===== src/rtl/vending_pkg.sv =====
// Shared types and helpers for the multi-item vending machine.
// Coin encodings, unit values, FSM state enum and coin value lookup.
package vending_pkg;

   localparam logic [1:0] COIN_10  = 2'b00;
   localparam logic [1:0] COIN_20  = 2'b01;
   localparam logic [1:0] COIN_50  = 2'b10;
   localparam logic [1:0] COIN_BAD = 2'b11;

   localparam logic [2:0] UNITS_10 = 3'd1;
   localparam logic [2:0] UNITS_20 = 3'd2;
   localparam logic [2:0] UNITS_50 = 3'd5;

   typedef enum logic [1:0] {
      IDLE,
      CREDIT,
      VEND,
      CHANGE
   } state_t;

   function automatic logic [2:0] coin_units(input logic [1:0] c);
      case (c)
         COIN_10: return UNITS_10;
         COIN_20: return UNITS_20;
         COIN_50: return UNITS_50;
         default: return 3'd0;
      endcase
   endfunction

endpackage


===== src/rtl/vm_change_unit.sv =====
// Greedy change selector: picks the largest coin that fits the credit.
// Pure combinational; the top registers its result.
module vm_change_unit
   import vending_pkg::*;
#(
   parameter int CREDIT_W = 4
)(
   input  logic [CREDIT_W-1:0] credit,
   output logic [1:0]          coin,
   output logic [2:0]          units
);

   // largest denomination not exceeding the remaining credit
   always_comb begin
      coin  = COIN_10;
      units = UNITS_10;
      if (credit >= CREDIT_W'(UNITS_50)) begin
         coin  = COIN_50;
         units = UNITS_50;
      end else if (credit >= CREDIT_W'(UNITS_20)) begin
         coin  = COIN_20;
         units = UNITS_20;
      end
   end

endmodule


===== src/rtl/vending_machine_multi.sv =====
// Multi-item coin vending FSM with greedy change return.
// Optional per-item stock counters when STOCK_TRACK_EN is defined.
module vending_machine_multi
   import vending_pkg::*;
#(
   parameter int NUM_ITEMS  = 4,
   parameter int SEL_W      = 2,
   parameter int CREDIT_W   = 4,
   parameter int MAX_CREDIT = 15,
   parameter logic [NUM_ITEMS*CREDIT_W-1:0] PRICE_TABLE =
      {4'd10, 4'd7, 4'd5, 4'd4},
   parameter int STOCK_W    = 4,
   parameter int STOCK_INIT = 8
)(
   input  logic                 clk,
   input  logic                 reset,
   input  logic                 coin_valid,
   input  logic [1:0]           coin,
   input  logic                 sel_valid,
   input  logic [SEL_W-1:0]     sel,
   input  logic                 cancel,
   output logic                 dispense,
   output logic [SEL_W-1:0]     dispense_item,
   output logic                 change_valid,
   output logic [1:0]           change_coin,
   output logic                 coin_reject,
   output logic [CREDIT_W-1:0]  credit,
   output logic                 busy,
   output logic [NUM_ITEMS-1:0] sold_out
);

   state_t              state_q, state_n;
   logic [CREDIT_W-1:0] credit_n;
   logic                disp_n, rej_n, cv_n, busy_n;
   logic [SEL_W-1:0]    item_n;
   logic [1:0]          ccoin_n;
   logic [2:0]          cunits_q, cunits_n;

   logic [CREDIT_W-1:0] prices [NUM_ITEMS];
   logic [CREDIT_W-1:0] price;
   logic                sel_acc;
   logic [CREDIT_W:0]   sum;
   logic                coin_ok;
   logic [CREDIT_W-1:0] chg_src;
   logic [1:0]          unit_coin;
   logic [2:0]          unit_units;

   for (genvar i = 0; i < NUM_ITEMS; i++) begin : g_price
      assign prices[i] = PRICE_TABLE[i*CREDIT_W +: CREDIT_W];
   end

   assign price   = prices[sel];
   assign sel_acc = sel_valid && (int'(sel) < NUM_ITEMS) &&
                    (credit >= price) && !sold_out[sel];
   assign sum     = {1'b0, credit} + (CREDIT_W+1)'(coin_units(coin));
   assign coin_ok = (coin != COIN_BAD) &&
                    (sum <= (CREDIT_W+1)'(MAX_CREDIT));

   // credit left once the coin now on the output has been paid out
   assign chg_src = (state_q == CHANGE) ?
                    credit - CREDIT_W'(cunits_q) : credit;

   vm_change_unit #(.CREDIT_W(CREDIT_W)) u_change (
      .credit (chg_src),
      .coin   (unit_coin),
      .units  (unit_units)
   );

   // state and registered outputs
   always_ff @(posedge clk or posedge reset) begin
      if (reset) begin
         state_q       <= IDLE;
         credit        <= '0;
         dispense      <= 1'b0;
         dispense_item <= '0;
         change_valid  <= 1'b0;
         change_coin   <= COIN_10;
         cunits_q      <= '0;
         coin_reject   <= 1'b0;
         busy          <= 1'b0;
      end else begin
         state_q       <= state_n;
         credit        <= credit_n;
         dispense      <= disp_n;
         dispense_item <= item_n;
         change_valid  <= cv_n;
         change_coin   <= ccoin_n;
         cunits_q      <= cunits_n;
         coin_reject   <= rej_n;
         busy          <= busy_n;
      end
   end

   // next state: cancel beats selection beats coin
   always_comb begin
      state_n  = state_q;
      credit_n = credit;
      disp_n   = 1'b0;
      item_n   = dispense_item;
      rej_n    = 1'b0;
      cv_n     = 1'b0;
      ccoin_n  = change_coin;
      cunits_n = cunits_q;
      unique case (state_q)
         IDLE: begin
            if (coin_valid) begin
               if (coin_ok) begin
                  credit_n = sum[CREDIT_W-1:0];
                  state_n  = CREDIT;
               end else begin
                  rej_n = 1'b1;
               end
            end
         end
         CREDIT: begin
            if (cancel) begin
               state_n = CHANGE;
               cv_n    = 1'b1;
               rej_n   = coin_valid;
            end else if (sel_acc) begin
               state_n  = VEND;
               credit_n = credit - price;
               disp_n   = 1'b1;
               item_n   = sel;
               rej_n    = coin_valid;
            end else if (coin_valid) begin
               if (coin_ok) credit_n = sum[CREDIT_W-1:0];
               else rej_n = 1'b1;
            end
         end
         VEND: begin
            rej_n = coin_valid;
            if (credit == '0) begin
               state_n = IDLE;
            end else begin
               state_n = CHANGE;
               cv_n    = 1'b1;
            end
         end
         CHANGE: begin
            rej_n    = coin_valid;
            credit_n = chg_src;
            if (chg_src == '0) state_n = IDLE;
            else cv_n = 1'b1;
         end
         default: state_n = IDLE;
      endcase
      if (cv_n) begin
         ccoin_n  = unit_coin;
         cunits_n = unit_units;
      end
      busy_n = (state_n == VEND) || (state_n == CHANGE);
   end

`ifdef STOCK_TRACK_EN
   logic [STOCK_W-1:0] stock [NUM_ITEMS];

   // one unit leaves stock during each VEND cycle
   always_ff @(posedge clk or posedge reset) begin
      if (reset) begin
         for (int i = 0; i < NUM_ITEMS; i++)
            stock[i] <= STOCK_W'(STOCK_INIT);
      end else if (state_q == VEND &&
                   stock[dispense_item] != '0) begin
         stock[dispense_item] <= stock[dispense_item] - 1'b1;
      end
   end

   for (genvar i = 0; i < NUM_ITEMS; i++) begin : g_sold
      assign sold_out[i] = (stock[i] == '0);
   end
`else
   assign sold_out = '0;
`endif

endmodule


===== config.mk =====
export PLATFORM = sky130hd
export DESIGN_NAME = vending_machine_multi
export DESIGN_NICKNAME = d
export VERILOG_FILES = /design/src/rtl/vending_pkg.sv /design/src/rtl/vm_change_unit.sv /design/src/rtl/vending_machine_multi.sv
export SDC_FILE = /design/constraint.sdc
export NUM_CORES = 1
export LEC_CHECK = 0
export ABC_AREA = 1
export CAP_MARGIN = 5
export CORE_MARGIN = 1
export CORE_UTILIZATION = 35
export DETAILED_ROUTE_END_ITERATION = 8
export PLACE_DENSITY = 0.61
export SLEW_MARGIN = 15
export SYNTH_ARGS = -nofsm -noshare
export SYNTH_HDL_FRONTEND = slang
export SYNTH_SLANG_ARGS = --single-unit

===== constraint.sdc =====
create_clock -name clk -period 3.9 [get_ports clk]
set_input_delay 0.585 -clock clk [delete_from_list [all_inputs] [get_ports clk]]
set_output_delay 0.585 -clock clk [all_outputs]
set_load 0.01 [all_outputs]

==> results of run 1 <==
==> cells in the mapped netlist <==
cell,count,area (sq um)
nand2_2,3,18.8
dfrtp_1,15,375
ha_1,11,138
a21boi_0,1,7.51
buf_4,6,45.0
xnor2_1,2,17.5
conb_1,1,3.75
a21oi_1,5,25.0
fa_1,3,60.1
nor2_2,3,18.8
o21ai_2,1,8.76
nor2b_1,1,6.26
nand2_4,1,11.3
a31oi_1,2,12.5
o21ai_0,4,20.0
nand3_1,24,120
nand2_1,65,244
nor2_1,8,30.0
nand3b_1,2,15.0
inv_2,3,11.3
or2_1,1,6.26
nand4_1,3,18.8
inv_1,32,120
o211ai_1,1,7.51
==> worst max path at each step <==
stage,startpoint,slack (ps),end,cells past startpoint
finish,sel[1],1200,dispense_item[1]$_DFFE_PP0P_,12
global route,sel[1],970,dispense_item[1]$_DFFE_PP0P_,11
CTS,sel[1],1210,dispense_item[1]$_DFFE_PP0P_,12
detailed placement,sel[1],950,dispense_item[1]$_DFFE_PP0P_,12
global placement,sel[1],1010,credit[2]$_DFFE_PP0P_,11
floorplan,sel[0],1680,dispense_item[1]$_DFFE_PP0P_,11
==> final cells by class <==
cell class                 instances  share of cell area
timing repair buffer              20               0.124
tap                               48              0.0372
clock inverter                     1             0.00310
sequential                        15               0.233
inverter                          35              0.0814
clock buffer                       3              0.0256
multi-input combinational        145               0.496
==> power by group through the flow <==
stage	combinational, mW	sequential (mW)	clock [mW]
2_1_floorplan	0.728	0.321	0
3_3_place_gp	0.986	0.328	0
3_5_place_dp	0.989	0.326	0
4_1_cts	0.996	0.324	0.133
5_1_grt	1.15	0.337	0.139
6_report	0.986	0.322	0.130
==> stage by stage <==
step | std cells | area, sq um | total power [mW] | hold WS, ps
after global placement | 263 | 1570 | 1.31 | 477
after detailed placement | 263 | 1570 | 1.31 | 476
after CTS | 267 | 1610 | 1.45 | 494
final | 267 | 1610 | 1.44 | 494
after floorplan | 201 | 1350 | 1.05 | 480
after global routing | 267 | 1610 | 1.63 | 527
==> state kept, by name, indices dropped and copies added, names as in the netlist <==
register,flops
credit,4
change_coin,2
dispense_item,2
state_q,2
busy,1
change_valid,1
coin_reject,1
cunits_q,1
dispense,1
==> routing by layer <==
layer,routed length (microns),vias to the layer above,track usage
li1,-,656,-
met1,1460,535,0.209
met2,1220,22,0.267
met3,122,2,0.0268
met4,19,0,0.0341
met5,0,-,0
==> worst max-delay path, cell delays in order <==
cell             delay [ps]
clkdlybuf4s50_1         550
ha_1                    260
ha_1                    200
fa_1                    400
inv_1                    70
nand3_1                  60
nand3_1                 130
nand3_1                 160
inv_1                   150
nand2_1                 110
nand2_1                  60
o21ai_0                  80
==> logic make-up (layout without fill, tap and decap cells) <==
logic type,Yosys count,after routing,share of synthesized area
and+or+nand+nor,111,111,0.365
buffers and inverters,41,59,0.132
xor gates and xnor gates,2,2,0.0131
DFF,15,15,0.280
other,1,4,0.00280
AOI/OAI and AO/OA,14,14,0.0606
adders and majority gates,14,14,0.147
==> metrics, run 1 <==
run status finished, final reports clean; RSZ-0062 raised after global routing no; Fin. Hold Viols 0; Place WS 951 ps; WL per Instance 10.6 microns; combinational share of power 0.686; reg2reg setup slack 1740 ps; Final Net Count 243; Resized cells post-CTS 0; sequential fraction of design power 0.224; core footprint 0.00366 sq mm; most common cell after layout, fill and taps aside nand2_1; hold depth 2; internal power 0.715 mW; final setup vio count 0; total track usage 0.158; chip height 63.9 microns; critical path startpoint category input pin; IO Pins 25; starting density of the core 0.366; Final ANT Viol Nets 0; vias in the first global route 1151; Post-Syn Area per Cell 6.77 sq um; filler instances 386; Synth cell types 24; Power Density 891 mW/mm^2; largest net degree at the start of global routing 16; #FFs+latches synth 15; fin. max-slew vios 0; setup_tns 0 ps; worst skew pair latency 250 ps; hold endpoint dispense_item[0]$_DFFE_PP0P_; clk sink count 15; Routability Congestion 0.872; Max Freq 0.371 GHz; CTS tree done; P_sw 0.723 mW; VDD IR-drop max 361 uV; Switching Fraction 0.503; CP arrival 2830 ps; Site Rows 22; Syn Inst Count 198; static leakage 0.888 nW; first-pass GRT wire length 5050 microns; clock share of power 0.090; Final Util 0.441; drt drc 0; Final HPWL DP 2290 microns; fraction of layout cells with a size suffix above 1 0.0685; drt pass-1 iters 4; Final period util 0.692; Via Count 1215; yosys warns 0; terminus of the critical flop-to-flop path change_coin[1]$_DFFE_PP0P_; clk buf depth 2; Area growth syn-to-layout 20.3%; commonest cells after routing, fill and taps aside nand2_1, inv_1, nand3_1; Setup Skew 1.89 ps; Antenna Cells 0; Clock Root Buffer clkbuf_8; critical path class in2reg; hold_sp dispense_item[0]$_DFFE_PP0P_; Slew @ Worst Pin 589 ps; mapped cell area 0.00134 sq mm; total CTS buffers 3; worst hold path type reg2reg; DRT iter0 DRCs 36; worst relative slew slack 0.607; worst-path maximum fanout 4; Tmin final 2700 ps; storage element area 375 sq um; FF-to-FF path depth 12; vias per cell 4.55; Setup WS post-layout 1200 ps; gr ovfl total 0; hold buffers post-CTS 0; Max-cap violations 0; footprint of the multi-input gates 801 sq um; initial antenna violation count 0; Die X 63.9 microns; post-CTS setup buffers 0; worst r2r src credit[0]$_DFFE_PP0P_; IO Port Bufs 20; H-tree levels 1; WP data required 4030 ps; Worst-path clk slew 70 ps; crit end category flop; Final Routed Wirelength 2830 microns; Die ar. 0.00408 sq mm; Seq/Total Area, Yosys 0.280
(Power assumes the default switching activity.)
==> inputs of run 2 (changes only) <==
==> constraint.sdc (replaced) <==
create_clock -name clk -period 2.73 [get_ports clk]
set_input_delay 0.4095 -clock clk [delete_from_list [all_inputs] [get_ports clk]]
set_output_delay 0.4095 -clock clk [all_outputs]
set_load 0.01 [all_outputs]
==> run 2 against run 1 <==
Compared with the run above: critical path depth is 2 higher; routed wire length is 2.2% higher; clock power is 43% higher; sequential share of layout area is 0.090 points lower; global-route usage is 1.3 points higher; highest routed layer unchanged.
==> metrics, run 2 (synthesis gave the netlist of run 1 again) <==
run status finished, final reports clean; sequential fraction of design power 0.224; vias in the first global route 1210; Fin. Hold Viols 0; Die ar. 0.00408 sq mm; core footprint 0.00366 sq mm; Slew @ Worst Pin 612 ps; DR top layer met4; commonest cells after routing, fill and taps aside nand2_1, inv_1, nand3_1; VDD IR-drop max 419 uV; total CTS buffers 3; crit end category flop; Final ANT Viol Nets 0; Worst-path clk slew 70 ps; non-filler cells, final 268; drt pass-1 iters 4; slowest CP cell clkdlybuf4s50_1; worst skew pair latency 250 ps; worst path buffer plus inverter count 2; gr ovfl total 0; clk sink count 15; fraction of layout cells with a size suffix above 1 0.0682; Tmin final 2390 ps; Cell Chain, Critical Path clkdlybuf4s50_1 -> ha_1 -> ha_1 -> fa_1 -> inv_1 -> nand3_1 -> nand3_1 -> nand2_1 -> nand2_1 -> nand2_1 -> nand2_1 -> nand2_1 -> nand2_1 -> nand2_1; post-CTS setup buffers 0; Routability Congestion 0.853; total track usage 0.171; chip height 63.9 microns; internal power 1.02 mW; static leakage 0.890 nW; Power Density 1270 mW/mm^2; largest net degree at the start of global routing 16; Die X 63.9 microns; combinational share of power 0.685; Final period util 0.875; Setup Skew 6.19 ps; crit-path leading delay family adder cells; P_sw 1.03 mW; final setup vio count 0; RSZ-0062 raised after global routing no; clk buf depth 2; Critical Path Max Stage Delay 430 ps; Final HPWL DP 2330 microns; most common cell after layout, fill and taps aside nand2_1; critical path startpoint category input pin; Final Util 0.443; WP data required 2880 ps; Clock Root Buffer clkbuf_8; Via Count 1225; hold buffers post-CTS 0; first-pass GRT wire length 5290 microns; DRT iter0 DRCs 28; setup_tns 0 ps; Tot Pwr 2.06 mW; Antenna Cells 0; fin. max-slew vios 0; met2 routed WL 1250 microns; Max Freq 0.419 GHz; Resized cells post-CTS 0; initial antenna violation count 0; IO Port Bufs 20; met3 WL 116 microns; Most common cell on crit path nand2_1; Max-cap violations 0; Switching Fraction 0.502; max reg flops 4; worst hold path type reg2reg; starting density of the core 0.366; vias per cell 4.57; Site Rows 22; Area growth syn-to-layout 20.8%; Final Routed Wirelength 2890 microns; WL per Instance 10.8 microns; CP arrival 2540 ps; worst relative slew slack 0.592; H-tree levels 1; IO Pins 25; drt drc 0; met1 WL 1450 microns; Reg with most FFs credit; clock share of power 0.090; Final Net Count 244; critical path class in2reg; DP Cell Count 264; worst-path maximum fanout 4; filler instances 394; CTS tree done
[run 2: tightest hold or removal path: stages, from the launching register on]
cell,delay [ps]
dfrtp_1,350
nand2_1,50
nand2_1,50
[run 2: power by group through the flow]
stage | Clock (mW) | Sequential, mW | Combinational (mW)
6_report | 0.186 | 0.462 | 1.41
5_1_grt | 0.207 | 0.486 | 1.66
4_1_cts | 0.193 | 0.467 | 1.42
3_5_place_dp | 0 | 0.471 | 1.42
3_3_place_gp | 0 | 0.473 | 1.41
2_1_floorplan | 0 | 0.458 | 1.04
[run 2: path summary, 6_finish.rpt]
path / slack [ps] / from / cells past startpoint / endpoint
max in group asynchronous: 1800 / reset / 2 / credit[3]$_DFFE_PP0P_
hold / removal: 490 / dispense_item[0]$_DFFE_PP0P_ / 2 / dispense_item[0]$_DFFE_PP0P_
setup / recovery: 340 / sel[0] / 14 / credit[1]$_DFFE_PP0P_
min in group asynchronous: 530 / reset / 2 / cunits_q[0]$_DFFE_PP0P_
hold reg to reg: 490 / dispense_item[0]$_DFFE_PP0P_ / 2 / dispense_item[0]$_DFFE_PP0P_
setup reg to reg: 550 / credit[0]$_DFFE_PP0P_ / 12 / change_coin[1]$_DFFE_PP0P_
[run 2: layer usage]
layer	global-route usage	vias to the layer above
li1	-	656
met1	0.211	533
met2	0.281	30
met3	0.0286	6
met4	0.0909	0
met5	0	-
[run 2: area by class of cell]
| class | count | area [sq um] | area share |
|---|---|---|---|
| timing repair buffer | 21 | 208 | 0.128 |
| multi-input combinational | 145 | 801 | 0.494 |
| clock buffer | 4 | 45.0 | 0.0278 |
| inverter | 35 | 131 | 0.0811 |
| sequential | 15 | 375 | 0.232 |
| tap | 48 | 60.1 | 0.0371 |
[run 2: per-stage QoR]
step | cell area, sq um | hold WS (ps) | worst slack [ps]
after floorplan | 1350 | 311 | 686
after global placement | 1580 | 492 | 63.5
after detailed placement | 1580 | 484 | 64.1
after CTS | 1620 | 500 | 344
after global routing | 1620 | 524 | 89.8
final | 1620 | 486 | 341
